### src/rtl/condlogic_if.sv
// Decoder/datapath-facing bundle of the conditional-execution stage.
// The slave side is condlogic; the master side is the decoder plus datapath.
interface condlogic_if;
    logic [3:0] Cond;
    logic [3:0] ALUFlags;
    logic [1:0] FlagW;
    logic       PCS;
    logic       RegW;
    logic       MemW;
    logic       Stall;
    logic       PCSrc;
    logic       RegWrite;
    logic       MemWrite;
    logic       CondEx;
    logic [3:0] Flags;

    modport slave (
        input  Cond, ALUFlags, FlagW, PCS, RegW, MemW, Stall,
        output PCSrc, RegWrite, MemWrite, CondEx, Flags
    );

    modport master (
        output Cond, ALUFlags, FlagW, PCS, RegW, MemW, Stall,
        input  PCSrc, RegWrite, MemWrite, CondEx, Flags
    );
endinterface

### src/rtl/condlogic.sv
// Conditional-execution stage: evaluates Cond against the registered NZCV,
// qualifies the decoder's write enables and owns the two-group flag register.
module condlogic (
    input  logic        clk,
    input  logic        reset_n,
    condlogic_if.slave  bus
);
    logic [3:0] flags_q;
    logic [3:0] flags_d;
    logic       cond_ex;
    logic       n_f, z_f, c_f, v_f;
    logic       go;
    logic [1:0] flag_write;

    assign {n_f, z_f, c_f, v_f} = flags_q;

    // Uses only the registered flags, never ALUFlags, so an instruction's own
    // flag update cannot influence its own condition.
    always_comb begin
        cond_ex = 1'b0;
        case (bus.Cond)
            4'b0000: cond_ex = z_f;
            4'b0001: cond_ex = ~z_f;
            4'b0010: cond_ex = c_f;
            4'b0011: cond_ex = ~c_f;
            4'b0100: cond_ex = n_f;
            4'b0101: cond_ex = ~n_f;
            4'b0110: cond_ex = v_f;
            4'b0111: cond_ex = ~v_f;
            4'b1000: cond_ex = c_f & ~z_f;
            4'b1001: cond_ex = ~c_f | z_f;
            4'b1010: cond_ex = (n_f == v_f);
            4'b1011: cond_ex = (n_f != v_f);
            4'b1100: cond_ex = ~z_f & (n_f == v_f);
            4'b1101: cond_ex = z_f | (n_f != v_f);
            4'b1110: cond_ex = 1'b1;
            default: cond_ex = 1'b0;
        endcase
    end

    assign go         = cond_ex & ~bus.Stall;
    assign flag_write = bus.FlagW & {2{go}};

    always_comb begin
        flags_d = flags_q;
        if (flag_write[1]) flags_d[3:2] = bus.ALUFlags[3:2];
        if (flag_write[0]) flags_d[1:0] = bus.ALUFlags[1:0];
    end

    always_ff @(posedge clk or negedge reset_n) begin
        if (!reset_n) flags_q <= 4'b0000;
        else          flags_q <= flags_d;
    end

    // reset_n gates combinationally so no write escapes while reset is held.
    assign bus.PCSrc    = bus.PCS  & go & reset_n;
    assign bus.RegWrite = bus.RegW & go & reset_n;
    assign bus.MemWrite = bus.MemW & go & reset_n;
    assign bus.CondEx   = cond_ex;
    assign bus.Flags    = flags_q;
endmodule

### src/flat_wrapper.sv
// flat-port wrapper written by rule: the top's interface ports become plain ports
module condlogic_flat 
  (clk, reset_n, bus_Cond, bus_ALUFlags, bus_FlagW, bus_PCS, bus_RegW, bus_MemW, bus_Stall, bus_PCSrc, bus_RegWrite, bus_MemWrite, bus_CondEx, bus_Flags);
  condlogic_if bus_i ();
  input  logic clk;
  input  logic reset_n;
  input wire logic [$bits(bus_i.Cond)-1:0] bus_Cond;
  input wire logic [$bits(bus_i.ALUFlags)-1:0] bus_ALUFlags;
  input wire logic [$bits(bus_i.FlagW)-1:0] bus_FlagW;
  input wire logic [$bits(bus_i.PCS)-1:0] bus_PCS;
  input wire logic [$bits(bus_i.RegW)-1:0] bus_RegW;
  input wire logic [$bits(bus_i.MemW)-1:0] bus_MemW;
  input wire logic [$bits(bus_i.Stall)-1:0] bus_Stall;
  output wire logic [$bits(bus_i.PCSrc)-1:0] bus_PCSrc;
  output wire logic [$bits(bus_i.RegWrite)-1:0] bus_RegWrite;
  output wire logic [$bits(bus_i.MemWrite)-1:0] bus_MemWrite;
  output wire logic [$bits(bus_i.CondEx)-1:0] bus_CondEx;
  output wire logic [$bits(bus_i.Flags)-1:0] bus_Flags;
  assign bus_i.Cond = bus_Cond;
  assign bus_i.ALUFlags = bus_ALUFlags;
  assign bus_i.FlagW = bus_FlagW;
  assign bus_i.PCS = bus_PCS;
  assign bus_i.RegW = bus_RegW;
  assign bus_i.MemW = bus_MemW;
  assign bus_i.Stall = bus_Stall;
  assign bus_PCSrc = bus_i.PCSrc;
  assign bus_RegWrite = bus_i.RegWrite;
  assign bus_MemWrite = bus_i.MemWrite;
  assign bus_CondEx = bus_i.CondEx;
  assign bus_Flags = bus_i.Flags;
  condlogic u_core (.clk(clk), .reset_n(reset_n), .bus(bus_i));
endmodule
### config.mk
export PLATFORM = sky130hd
export DESIGN_NAME = condlogic_flat
export DESIGN_NICKNAME = d
export VERILOG_FILES = /design/src/rtl/condlogic_if.sv /design/src/rtl/condlogic.sv /design/src/flat_wrapper.sv
export SDC_FILE = /design/constraint.sdc
export NUM_CORES = 1
export LEC_CHECK = 0
export ABC_AREA = 1
export CAP_MARGIN = 20
export CELL_PAD_IN_SITES_DETAIL_PLACEMENT = 1
export CELL_PAD_IN_SITES_GLOBAL_PLACEMENT = 1
export CORE_MARGIN = 4
export CORE_UTILIZATION = 20
export DETAILED_ROUTE_END_ITERATION = 8
export PLACE_DENSITY_LB_ADDON = 0.1
export SETUP_SLACK_MARGIN = 0.02
export SLEW_MARGIN = 5
export SYNTH_ARGS = -nofsm -noshare
export SYNTH_HDL_FRONTEND = slang
export SYNTH_SLANG_ARGS = --single-unit
### constraint.sdc
create_clock -name clk -period 1.2 [get_ports clk]
set_input_delay 0.12 -clock clk [delete_from_list [all_inputs] [get_ports clk]]
set_output_delay 0.12 -clock clk [all_outputs]
set_load 0.03 [all_outputs]
==> results summary, run 1 <==
The tool flagged a number of max-cap violations equal to 0. The maximum fanout encountered on the critical timing path came out at 4. CTS built an H-tree with a depth of 1.

The highest attainable clock frequency is 588 MHz. The run finished, with violations left. Of the available clock period, the critical path in the final layout requires 1.42.

The TritonCTS buffer count came out at 3. The core box area is 2000 µm². The highest routing layer actually used is met4. Across the VDD grid, the largest voltage drop is 864 µV. The die covers 2940 µm². The flip-flop and latch count after synthesis is 4. Clock tree synthesis found a total of 4 sinks. The number of global-route vias before repair is 623. The die is 54.3 µm wide. The layout overhead on the synthesized area came out at 114%. The final weighted congestion in routability-driven placement came out at 0.740. The kind of launch point of the worst setup path is a register.

Clock tree synthesis selected as its root buffer the cell sky130_fd_sc_hd__clkbuf_4. In the layout the commonest cells are sky130_fd_sc_hd__nand2_1, sky130_fd_sc_hd__buf_4, sky130_fd_sc_hd__clkdlybuf4s50_1. The critical path is of the reg -> out type.

The instance count of the mapped netlist came out at 78. The top cell type's share of synthesized area is 0.272. Total power for the finished layout comes to 1.52 mW. The flip-flop count of the largest register after layout is 4.

The first-pass iteration count of the detailed router is 2. The total cell area at the placement stage is 776 µm². The total count of hold-check failures in the final report was 0. The number of antenna diodes in the final layout is 0.

Summing all multi-input logic gate instances after layout gives 404 µm². Ranked by total cell area, the synthesized netlist is headed by sky130_fd_sc_hd__nand2_1, sky130_fd_sc_hd__dfrtp_1, sky130_fd_sc_hd__nand3_1. The most common cell after layout, fill and taps aside is sky130_fd_sc_hd__nand2_1. Measured against its own limit, the worst slew margin works out to 0.823. The remaining number of nets flagged by the antenna check after routing came out at 0. For the worst-skew pair, the clock arrives at the later sink with an insertion delay of 0.24 ns.

The sequential area share after synthesis came out at 0.234. The smallest clock period supported by the final layout is computed as 1.70 ns. The worst path setup slack after routing is -0.500 ns. The number of nets produced by synthesis came out at 94. The final route contains 636 vias. After legalization and detailed placement, the total HPWL measured 1310 µm.

The final cell count without fillers is 142. The total congestion overflow is 0. The power density over the cells came out at 1660 nW/µm². sky130_fd_sc_hd__nand2_1 takes more of the synthesized area than any other cell. The synthesized area per cell is 5.49 µm². Dividing the detail-routed via count by the number of cells gives 4.48. The number of buffers inserted by port buffering came out at 23. Wire segments on met3 add up to 92 µm in the final route. The clock transition at the registers of the reported paths came out at 0.04 ns. The checks that failed: setup timing. The cell area after layout came out at 916 µm². The leakage dissipation came out at 0.436 nW. The total routing resource utilization after global routing came out at 0.122. The floorplan has 16 rows. The global-route wire length before repair came out at 2530 µm.

The die is 54.3 µm tall. The DRC violations left is 0. The count of yosys warnings during synthesis is 0. The detailed router put a total of 603 µm of wire on met1. The final count of pins violating max slew is 0. The iteration-0 DRC count of the detailed router came out at 5.

STA puts the critical path data required time at 1.08 ns. The filler cells instantiated in the layout total 261. In the final timing run, aggregate negative setup slack is -3.37 ns. The kind of capture point of the worst setup path is a primary output. The initial cell density of the core came out at 0.214. The slew of the pin with the lowest slew margin came out at 0.266 ns. The worst hold path belongs to the class in -> async.

For the final database, setup skew stands at 0.00623 ns. In this run the deepest clock path goes through 2 buffers. Setup repair after global routing could not meet its margin everywhere.

The detailed-routed wire length on met2 came out at 879 µm. The number of I/O pins is 24. The number of distinct standard cells referenced by the synthesized netlist is 13. The total length of routed wires is 1610 µm. TritonCTS built the clock tree. The sequential cells in the finished layout cover a total of 104 µm². Setup violations remaining at the end of the flow were counted as 8. The fraction of final layout cells sized beyond drive strength 1 came out at 0.452. The largest net degree at the start of global routing is 7. At the end of the flow, the number of nets in the layout was 132.

The number of antenna violations at the first check in global routing is 0. The number of placed instances, taps included, is 136. The endpoint arrival time on the critical path is 1.58 ns.

The summed instance area of the synthesized netlist is 428 µm². The post-detailed-route wirelength per cell came out at 11.3 µm. The worst-case hold slack is 0.170 ns.
==> what timing repair did <==
action / in CTS / in global routing
hold buffers: 0 / 0
buffers inserted: 2 / 0
resized for setup: 23 / 6
pin swaps: 10 / 4
endpoints found under the setup margin: 8 / 8
==> worst max-delay path: stages, from the launching register on <==
cell,delay [ns]
sky130_fd_sc_hd__dfrtp_2,0.42
sky130_fd_sc_hd__inv_2,0.07
sky130_fd_sc_hd__nand2_2,0.05
sky130_fd_sc_hd__nand2_2,0.08
sky130_fd_sc_hd__nand2_2,0.06
sky130_fd_sc_hd__nand2_1,0.06
sky130_fd_sc_hd__nand2_1,0.06
sky130_fd_sc_hd__nand2_2,0.08
sky130_fd_sc_hd__nor2_4,0.04
sky130_fd_sc_hd__nand2_4,0.11
sky130_fd_sc_hd__nand3_4,0.09
sky130_fd_sc_hd__nor2_4,0.10
sky130_fd_sc_hd__buf_6,0.13
==> path summary, 6_finish.rpt <==
check | startpoint | to | slack [ns] | cells after the start
worst max-delay path | u_core.bus.Flags[3]$_DFFE_PN0P_ | bus_RegWrite | -0.50 | 12
worst min-delay path | reset_n | u_core.bus.Flags[0]$_DFFE_PN0P_ | 0.17 | 2
worst max register to register | u_core.bus.Flags[3]$_DFFE_PN0P_ | u_core.bus.Flags[2]$_DFFE_PN0P_ | -0.38 | 12
worst min register to register | u_core.bus.Flags[1]$_DFFE_PN0P_ | u_core.bus.Flags[1]$_DFFE_PN0P_ | 0.61 | 3
max in group asynchronous | reset_n | u_core.bus.Flags[1]$_DFFE_PN0P_ | 0.91 | 2
min in group clk | bus_ALUFlags[3] | u_core.bus.Flags[3]$_DFFE_PN0P_ | 0.45 | 3
==> layout make-up <==
class / count / share of cell area
multi-input cells: 62 / 0.441
repair buffers: 33 / 0.331
flip-flops and latches: 4 / 0.113
inverters: 12 / 0.0492
well taps: 27 / 0.0369
clock buffers: 4 / 0.0287
==> synthesized netlist by cell type <==
cell type,number
sky130_fd_sc_hd__a21oi_1,2
sky130_fd_sc_hd__dfrtp_1,4
sky130_fd_sc_hd__inv_1,11
sky130_fd_sc_hd__inv_2,1
sky130_fd_sc_hd__nand2_1,31
sky130_fd_sc_hd__nand2_2,1
sky130_fd_sc_hd__nand2_4,1
sky130_fd_sc_hd__nand3_1,9
sky130_fd_sc_hd__nand3_2,2
sky130_fd_sc_hd__nand4_1,4
sky130_fd_sc_hd__nor2_1,10
sky130_fd_sc_hd__nor2_2,1
sky130_fd_sc_hd__nor3_1,1
==> where the power goes <==
group	switching [mW]	internal (mW)
sequential	0.0723	0.208
clock	0.0609	0.125
combinational	0.597	0.458
==> cell families after synthesis <==
logic type / Yosys count / share of synthesized area
flip-flops: 4 / 0.234
AND/OR/NAND/NOR: 60 / 0.637
buffers and inverters: 12 / 0.105
AO/OA/AOI/OAI: 2 / 0.0234
==> stage by stage <==
stage | setup WS (ns) | utilization
finish | -0.500 | 0.458
global route | -0.613 | 0.458
CTS | -0.508 | 0.444
detailed placement | -0.594 | 0.388
global placement | -0.564 | 0.388
floorplan | -0.344 | -
==> layer usage <==
metal  global-route usage  vias to the layer above
met5                    0                        -
met4               0.0747                        0
met3               0.0191                        5
met2                0.215                       18
met1                0.136                      295
li1                     -                      318
Note: power is estimated with default switching activity, not from simulation.
==> run 2, diff against run 1 <==
==> constraint.sdc (replaced) <==
create_clock -name clk -period 1.5 [get_ports clk]
set_input_delay 0.15 -clock clk [delete_from_list [all_inputs] [get_ports clk]]
set_output_delay 0.15 -clock clk [all_outputs]
set_load 0.03 [all_outputs]
==> run 2 against run 1 <==
  * Combinational power decreased by 24%
  * Final cell count unchanged
  * Sequential power fell by 20%
  * Largest cell class unchanged
  * First-iteration DRC count shrank 40%
  * The flow still finishes with violations (setup timing)
  * Worst hold slack improved by 0.042 ns
  * Critical endpoint is now bus_PCSrc
  * Routed wire length up 1.1%
  * Sequential share of layout area increased by 0.25 points
  * Global-route usage grew 1.2 points
==> results summary, run 2 (same netlist as run 1, synthesis figures left out) <==
The total count of hold-check failures in the final report came to 0 (unchanged). The required arrival time at the worst endpoint came out at 1.35 ns (+0.27 ns). The via density per instance is 4.46 (-0.31%).

The final count of pins violating max slew is 0 (unchanged). The internal cell power came out at 612 µW (-23%). The first-pass iteration count of the detailed router came to 3 (+1). The largest net degree at the start of global routing is 10 (+3). The switching share of power came out at 0.479 (-0.000655). The number of global-route vias before repair came out at 665 (+6.7%). The TritonCTS buffer count was 3 (unchanged). The worst path setup slack after routing came out at -0.215 ns (+0.284 ns). The detailed-routed wire length on met2 is 928 µm (+5.6%). The worst-case hold slack was 0.211 ns (+0.0415 ns). The number of buffers inserted by port buffering came out at 23 (unchanged). The H-tree depth is 1 (unchanged). The maximum vdd drop came to 739 µV (-15%). The cell sitting at the root of the clock tree is a sky130_fd_sc_hd__clkbuf_4. The fraction of final layout cells sized beyond drive strength 1 came out at 0.400 (-0.0522). The wire length on met3 is 72 µm (-22%).

The count of endpoints failing setup in the final report came out at 8 (unchanged). The highest attainable clock frequency is 583 MHz. The critical path start-end classification is reg -> out. The met1 routed wirelength after detailed routing came out at 622 µm (+3.2%). Leaving out fill and tap cells, the most frequent cell in the layout is sky130_fd_sc_hd__nand2_1.

The global-route wire length before repair came out at 2830 µm (+12%). The total of max-cap violations was 0 (unchanged). The post-route clock period utilization is 1.14.

The reported net switching power came out at 563 µW (-23%). The total negative slack for setup checks is -0.971 ns (+2.40 ns). The relative max-transition margin came out at 0.800 (-0.0229). The vertical extent of the die is 54.3 µm (unchanged).

STA classifies the critical path endpoint as a primary output. The total cell area at the placement stage came out at 786 µm² (+1.3%). The routed via count came out at 634 (-0.31%). The row count is 16 (unchanged).

The iteration-0 DRC count of the detailed router came out at 3 (-2). The detailed router used layers up to and including met4. The final core utilization came out at 0.448 (-0.0100). The cell area after layout was 896 µm² (-2.2%). The remaining number of nets flagged by the antenna check after routing is 0 (unchanged). The total congestion overflow is 0 (unchanged). The final antenna diode count came to 0 (unchanged). The initial cell density of the core is 0.214 (unchanged). The kind of launch point of the worst setup path is a register. The number of antenna violations at the first check in global routing came out at 0 (unchanged). The power density over the cells came to 1310 nW/µm² (-21%).

The number of I/O pins is 24 (unchanged). The insertion delay of the later-clocked pin in the worst-skew pair came out at 0.24 ns (about the same). The core box area is 2000 µm² (unchanged). The DRC violations left came out at 0 (unchanged).

The maximum fanout encountered on the critical timing path is 4 (unchanged). The flip-flop count of the largest register after layout is 4 (unchanged). The slew of the pin with the lowest slew margin is 0.302 ns (+0.0359 ns).

The worst-case clock skew came to 0.000365 ns (-0.00587 ns). The leakage dissipation came to 0.439 nW (+0.51%). The total length of routed wires came out at 1630 µm (+1.1%). The share of total power in sequential cells came out at 0.191 (+0.007). The number of nets in the layout is 132 (unchanged). The total routing resource utilization after global routing is 0.134 (+0.0117). The endpoint arrival time on the critical path came out at 1.57 ns (about the same). The horizontal die dimension came out at 54.3 µm (unchanged). The total number of clock tree sinks is 4 (unchanged).

The final critical-path required period came out at 1.72 ns. The estimated wirelength of the detail-placed design is 1300 µm (-0.78%). Compared with the post-synthesis result, the final layout area differs by 109%. The post-detailed-route wirelength per cell came out at 11.5 µm (+1.1%). The type of the worst min-delay path is in -> async. The clock transition at the registers of the reported paths is 0.04 ns (about the same).

The die area is 2940 µm² (unchanged). The final weighted congestion in routability-driven placement came out at 0.764 (+3.2%). The final reports fail on setup timing. The top cell types in the final layout, fill and taps aside, are sky130_fd_sc_hd__nand2_1, sky130_fd_sc_hd__clkdlybuf4s50_1, sky130_fd_sc_hd__inv_1, sky130_fd_sc_hd__dlygate4sd2_1, sky130_fd_sc_hd__buf_4. The clock power share is 0.128 (+0.006). The combinational share of power came out at 0.681 (-0.012).

The maximum clock insertion buffer count came out at 2 (unchanged). The run finished, with violations left. The total of hold buffers inserted after clock tree synthesis was 0 (unchanged). Setup repair after global routing could not meet its margin everywhere. TritonCTS built the clock tree.
-- run 2: per-layer routing --
metal | GRT usage | up-vias
met5 | 0 | -
met4 | 0.0498 | 0
met3 | 0.0163 | 2
met2 | 0.257 | 15
met1 | 0.147 | 298
li1 | - | 319
-- run 2: final timing paths --
path | depth (start not counted) | end | from | slack (ns)
hold reg to reg | 3 | u_core.bus.Flags[1]$_DFFE_PN0P_ | u_core.bus.Flags[1]$_DFFE_PN0P_ | 0.62
hold / removal | 2 | u_core.bus.Flags[3]$_DFFE_PN0P_ | reset_n | 0.21
min in group clk | 3 | u_core.bus.Flags[3]$_DFFE_PN0P_ | bus_ALUFlags[3] | 0.48
setup reg to reg | 14 | u_core.bus.Flags[0]$_DFFE_PN0P_ | u_core.bus.Flags[3]$_DFFE_PN0P_ | -0.05
max in group asynchronous | 2 | u_core.bus.Flags[0]$_DFFE_PN0P_ | reset_n | 1.18
setup / recovery | 12 | bus_PCSrc | u_core.bus.Flags[3]$_DFFE_PN0P_ | -0.22
-- run 2: metrics by stage --
step | total power [mW] | cells | worst slack, ns
global placement | 0.939 | 136 | -0.342
CTS | 1.18 | 142 | -0.238
finish | 1.17 | 142 | -0.215
floorplan | 0.603 | 78 | -0.0742
detailed placement | 0.949 | 136 | -0.362
global route | 1.28 | 142 | -0.343
-- run 2: power groups by stage --
stage               registers [mW]  clock network [mW]  logic (mW)
finish                       0.225               0.151       0.800
global route                 0.238               0.162       0.878
CTS                          0.225               0.155       0.797
detailed placement           0.222                   0       0.727
global placement             0.216                   0       0.722
floorplan                    0.326                   0       0.277
-- run 2: worst max-delay path: stages, from the launching register on --
cell                      delay [ns]
sky130_fd_sc_hd__dfrtp_2        0.42
sky130_fd_sc_hd__inv_2          0.07
sky130_fd_sc_hd__nand2_2        0.05
sky130_fd_sc_hd__nand2_2        0.08
sky130_fd_sc_hd__nand2_2        0.06
sky130_fd_sc_hd__nand2_1        0.05
sky130_fd_sc_hd__nand2_1        0.06
sky130_fd_sc_hd__nand2_2        0.08
sky130_fd_sc_hd__nor2_4         0.05
sky130_fd_sc_hd__nand2_4        0.11
sky130_fd_sc_hd__nand3_4        0.09
sky130_fd_sc_hd__nor2_4         0.09
sky130_fd_sc_hd__buf_6          0.13
-- run 2: cell type report --
class	count	area (µm²)
fill	266	1110
multi-input combinational	62	379
timing repair buffer	33	308
sequential	4	104
inverter	12	45.0
tap	27	33.8
clock buffer	4	26.3
-- run 2: repair_timing --
action,CTS,global route
pin swaps,8,1
buffers inserted,2,0
endpoints found under the setup margin,12,8
cloned,0,0
gates resized for setup,26,3
